<file path="config.mk">
export PLATFORM = sky130hd
export DESIGN_NAME = seq_multiplier
export DESIGN_NICKNAME = d
export VERILOG_FILES = /design/src/rtl/seq_multiplier.sv
export SDC_FILE = /design/constraint.sdc
export NUM_CORES = 1
export LEC_CHECK = 0
export BUFFER_PORTS_ARGS = -buffer_cell sky130_fd_sc_hd__buf_2
export CAP_MARGIN = 5
export CORE_MARGIN = 10
export CORE_UTILIZATION = 37
export CTS_CLUSTER_SIZE = 10
export DETAILED_ROUTE_END_ITERATION = 8
export GPL_TIMING_DRIVEN = 0
export HOLD_SLACK_MARGIN = 0.15
export PLACE_DENSITY = 0.62
export REMOVE_ABC_BUFFERS = 1
export SYNTH_ARGS = -nofsm -noshare
export SYNTH_HDL_FRONTEND = slang
export SYNTH_SLANG_ARGS = --single-unit
</file>
<file path="constraint.sdc">
create_clock -name clk -period 5.14 [get_ports clk]
set_input_delay 0.257 -clock clk [delete_from_list [all_inputs] [get_ports clk]]
set_output_delay 0.257 -clock clk [all_outputs]
set_load 0.005 [all_outputs]
</file>
<file path="src/rtl/seq_multiplier.sv">
// Sequential shift-add multiplier: retires BITS_PER_CYCLE multiplier bits per clock on
// operand magnitudes and applies the sign at the end; valid/ready on input and output.
module seq_multiplier #(
    parameter int WIDTH          = 32,
    parameter int BITS_PER_CYCLE = 1
) (
    input  logic               clk,
    input  logic               rst_n,
    input  logic               in_valid,
    output logic               in_ready,
    input  logic [WIDTH-1:0]   A,
    input  logic [WIDTH-1:0]   B,
    input  logic               is_signed,
    output logic               out_valid,
    input  logic               out_ready,
    output logic [2*WIDTH-1:0] product,
    output logic               busy
);
    // state | meaning
    // IDLE  | waiting for operands, in_ready high
    // BUSY  | N shift-add steps in progress
    // DONE  | product valid, held until out_ready
    localparam int N  = WIDTH / BITS_PER_CYCLE;
    localparam int CW = (N > 1) ? $clog2(N) : 1;

    typedef enum logic [1:0] {IDLE, BUSY, DONE} state_t;
    state_t state, state_nx;

    logic [2*WIDTH-1:0] mcand_sh, acc, acc_nx;
    logic [WIDTH-1:0]   mplier, mag_a, mag_b;
    logic [CW-1:0]      cnt;
    logic               neg, accept, last;

    // Negating the most negative value wraps to itself, which is the correct unsigned magnitude.
    assign mag_a  = (is_signed && A[WIDTH-1]) ? -A : A;
    assign mag_b  = (is_signed && B[WIDTH-1]) ? -B : B;
    assign accept = (state == IDLE) && in_valid;
    assign last   = (cnt == CW'(N - 1));

    always_comb begin
        acc_nx = acc;
        for (int i = 0; i < BITS_PER_CYCLE; i++) begin
            if (mplier[i]) begin
                acc_nx = acc_nx + (mcand_sh << i);
            end
        end
    end

    always_ff @(posedge clk) begin
        if (!rst_n) begin
            state <= IDLE;
        end else begin
            state <= state_nx;
        end
    end

    always_comb begin
        state_nx  = state;
        in_ready  = 1'b0;
        out_valid = 1'b0;
        busy      = 1'b1;
        case (state)
            IDLE: begin
                in_ready = 1'b1;
                busy     = 1'b0;
                if (in_valid) begin
                    state_nx = BUSY;
                end
            end
            BUSY: begin
                if (last) begin
                    state_nx = DONE;
                end
            end
            DONE: begin
                out_valid = 1'b1;
                if (out_ready) begin
                    state_nx = IDLE;
                end
            end
            default: begin
                state_nx = IDLE;
                busy     = 1'b0;
            end
        endcase
    end

    always_ff @(posedge clk) begin
        if (!rst_n) begin
            mcand_sh <= '0;
            mplier   <= '0;
            acc      <= '0;
            cnt      <= '0;
            neg      <= 1'b0;
            product  <= '0;
        end else if (accept) begin
            mcand_sh <= {{WIDTH{1'b0}}, mag_a};
            mplier   <= mag_b;
            acc      <= '0;
            cnt      <= '0;
            neg      <= is_signed && (A[WIDTH-1] ^ B[WIDTH-1]);
        end else if (state == BUSY) begin
            acc      <= acc_nx;
            mcand_sh <= mcand_sh << BITS_PER_CYCLE;
            mplier   <= mplier >> BITS_PER_CYCLE;
            cnt      <= cnt + CW'(1);
            if (last) begin
                product <= neg ? -acc_nx : acc_nx;
            end
        end
    end
endmodule

</file>
==> impl_results.md <==
* Root buf cell: clkbuf_16
* Final non-filler cell total at about 3000
* Port Buf Inserts at 135
* Worst Setup End Kind: flop
* Cell Area, Synth at about 17000 um^2
* Simple-Gate Fraction of Synth Area at between 20 and 25%
* Max Slew Vio Count at 0
* Adder-Cell Fraction of Synth Area at under 10%
* Ports at 136
* Vias in the first global route at ~17000
* Flops & latches, synth at between 200 and 250
* Ys flop type: dfxtp_1
* Endpoints failing hold at 0
* Slowest-stage cell, CP: o31ai_1
* Worst EP required at 5.58 ns
* Seq/Total Area, Yosys at a little over a quarter
* Reg power frac at between 20% and 30%
* Fraction of layout cells with a size suffix above 1 at around 11%
* Main combinational cell family by area after synthesis: compound AO/OA/AOI/OAI gates
* Detailed placement HPWL at about 41000 um
* Clock-pin slew on the worst setup and hold paths at about 0.06 ns
* Row cnt at between 70 and 80
* Synth unique cells at between 90 and 100
* Cell mode on critical path: nand4_1
* Status: complete, no violations
* Async SR Flop Fraction at 0%
* Maximum vdd drop at around 0.43 mV
* Relative max-transition margin at between 20% and 30%
* Post-synthesis mux area share at 7.50%
* Clk sinks at 232
* Ys Warns at 0
* Initial core utilization at 37.3%
* Initial antenna violation count at 1
* Die Wd at roughly 240 um
* Combinational fraction of design power at 48.9%
* Gr usage total at 18.7%
* Final Total Pwr at 8.58 mW
* MaxCap Viol Count at 0
* Net Sw Power at around 3.7 mW
* H-tree Lvls at 1
* Pwr/cell area at 425 nW/um^2
* Final WL at 55000 um
* TritonCTS clock tree: built
* DRC at 0
* Die ar. at between 50000 and 60000 um^2
* Routed length per instance at 18.6 um
* Crit path max fanout at 11
* Hold Path Class: primary input to flop
* Clk_skew at approximately 0.031 ns
* DR vias at 17100
* RSZ-0062 raised after global routing: no
* P_leak at approximately 7.6 nW
* Setup Viol. Count Final at 0
* Place WS at -0.229 ns
* Crit-path cells: ha_1, and4_1, nand4_1, o31ai_1, nor3_1, o2111a_1, a221oi_1, nand4_1, o41ai_1, xor2_1, o21ai_0
* Most frequent cells in the layout: nor2_1 (261), dfxtp_1 (230), nand2_1 (206)
* Via/cell ratio at between 5 and 6
* Global route overflow at 0
* Clk_lat worst skew at slightly below 0.6 ns
* Synthesized instance count at between 2000 and 2500
* Largest net degree at the start of global routing at 88
* Clock share of power at about a quarter
* Area Overhead vs Synth at 16.6%
* Startpoint type of the worst setup path: flop
* Antenna Nets Post-Route at 0
* Area of the core at ~46000 um^2
* Num CTS Buffers at 30
* Crit Path Class: flop to flop
* Xor and xnor fraction of the mapped netlist area at 6.32%
* EDFF count, synth at 0
* Die Y at about 240 um
* Maximum clock insertion buffer count at 3
* Initial DRC Count at between 1000 and 1500
* Worst hold start: out_ready
* PnR worst setup slack at 0.331 ns
* Slowest stage delay, CP at 0.84 ns
* Arrival @ worst endpoint at 5.25 ns
* TritonRoute pass-1 iters at 5
* Tightest Pin Transition at ~1.2 ns
* Routability cong. at approximately 0.95
* Sw frac at 43.2%
* Placed insts at ~2800
* Crit path from: acc[32]
* Syn Area/Cell at roughly 7.8 um^2
* Most common cell after layout, fill and taps aside: nor2_1
* Reg2Reg Launch Point: acc[32]
* Max Fclk at 208 MHz
* Minimum period implied by the final worst setup slack at 4.81 ns
* Synth Area in Compound Gates at 27.3%
* Nets at ~2500
* Final period util at approximately 94%
* Int Pwr at just under 5 mW
* First-pass GRT wire length at 88300 um
final cells by class:
cell class / instances / area [um^2]
tap: 607 / 759
sequential: 232 / 4650
fill: 4702 / 26300
clock buffer: 42 / 857
clock inverter: 6 / 61.3
multi-input combinational: 1817 / 12100
timing repair buffer: 221 / 1670
inverter: 31 / 121
antenna: 1 / 2.50
state kept, by name, summed over array words and instances, names as in the netlist:
signal,cells
neg,1
product,64
mplier,32
acc,64
state,2
mcand_sh,64
cnt,5
worst paths after layout:
path,endpoint,slack (ns),depth (start not counted)
max,product[55],0.33,11
min,state[1],0.24,5
max reg2reg,product[55],0.33,11
min reg2reg,product[53],0.44,2
critical path: cells and delay by family (launching register included):
| kind | cells | cell delay [ns] |
|---|---|---|
| xor gates and xnor gates | 1 | 0.16 |
| AOI/OAI and AO/OA | 5 | 2.22 |
| adders and majority gates | 1 | 0.52 |
| DFF | 1 | 0.37 |
| and+or+nand+nor | 4 | 1.41 |
power groups by stage:
stage          logic (mW)  registers, mW  clock network, mW
2_1_floorplan        2.98           2.30                  0
6_report             4.20           2.38               2.00
5_1_grt              4.62           2.41               2.12
3_5_place_dp         4.03           2.42                  0
3_3_place_gp         3.35           2.38                  0
4_1_cts              4.10           2.38               2.05
stage by stage:
stage	hold slack [ns]	instance area [um^2]	utilization, %	setup TNS (ns)
floorplan	0.379	16700	-	-477.72
global placement	0.432	18200	39.1	-1027.69
detailed placement	0.438	18500	39.8	-1.22
CTS	0.211	20100	43.2	0
global route	0.257	20200	43.5	0
finish	0.236	20200	43.5	0
per-layer routing:
layer | wire length [um] | vias up | GRT usage (%)
met5 | 0 | - | 0
met4 | 2240 | 0 | 7.41
met3 | 2240 | 124 | 2.41
met2 | 27700 | 394 | 34.4
met1 | 22800 | 8114 | 21.2
li1 | - | 8502 | -
Yosys cell counts, types with 25 or more instances:
| library cell | number | area (um^2) |
|---|---|---|
| nor2_1 | 262 | 983 |
| dfxtp_1 | 232 | 4640 |
| nand2_1 | 208 | 781 |
| a21oi_1 | 168 | 841 |
| a211oi_1 | 131 | 983 |
| mux2i_1 | 123 | 1230 |
| o21ai_0 | 113 | 566 |
| clkbuf_1 | 90 | 338 |
| xnor2_1 | 77 | 674 |
| ha_1 | 71 | 888 |
| nor3_1 | 54 | 270 |
| xor2_1 | 48 | 420 |
| nand4_1 | 42 | 263 |
| nand3_1 | 36 | 180 |
| nor2b_1 | 33 | 206 |
| inv_1 | 31 | 116 |
| buf_2 | 30 | 150 |
| a21o_1 | 29 | 218 |
| a31oi_1 | 27 | 169 |
| and3_1 | 27 | 169 |
| or3_1 | 26 | 163 |
| nand2b_1 | 25 | 156 |
| o31ai_1 | 25 | 188 |
logic make-up (layout without fill, tap and decap cells):
| kind of cell | after synthesis | after routing |
|---|---|---|
| AO/OA/AOI/OAI | 685 | 685 |
| XOR/XNOR | 125 | 125 |
| adder cells (fa/ha/maj) | 72 | 72 |
| buffers and inverters | 175 | 300 |
| flip-flops | 232 | 232 |
| multiplexers | 129 | 129 |
| other | 0 | 1 |
| AND/OR/NAND/NOR | 806 | 806 |
repair_timing:
item / 4_1_cts / 5_1_grt
pin swaps: 0 / 2
endpoints found under the hold margin: 72 / 0
hold buffers: 68 / 0
endpoints found under the setup margin: 10 / 21
resized for setup: 1 / 12
setup buffers: 0 / 7
No activity file was read; power rests on OpenSTA's default activity.
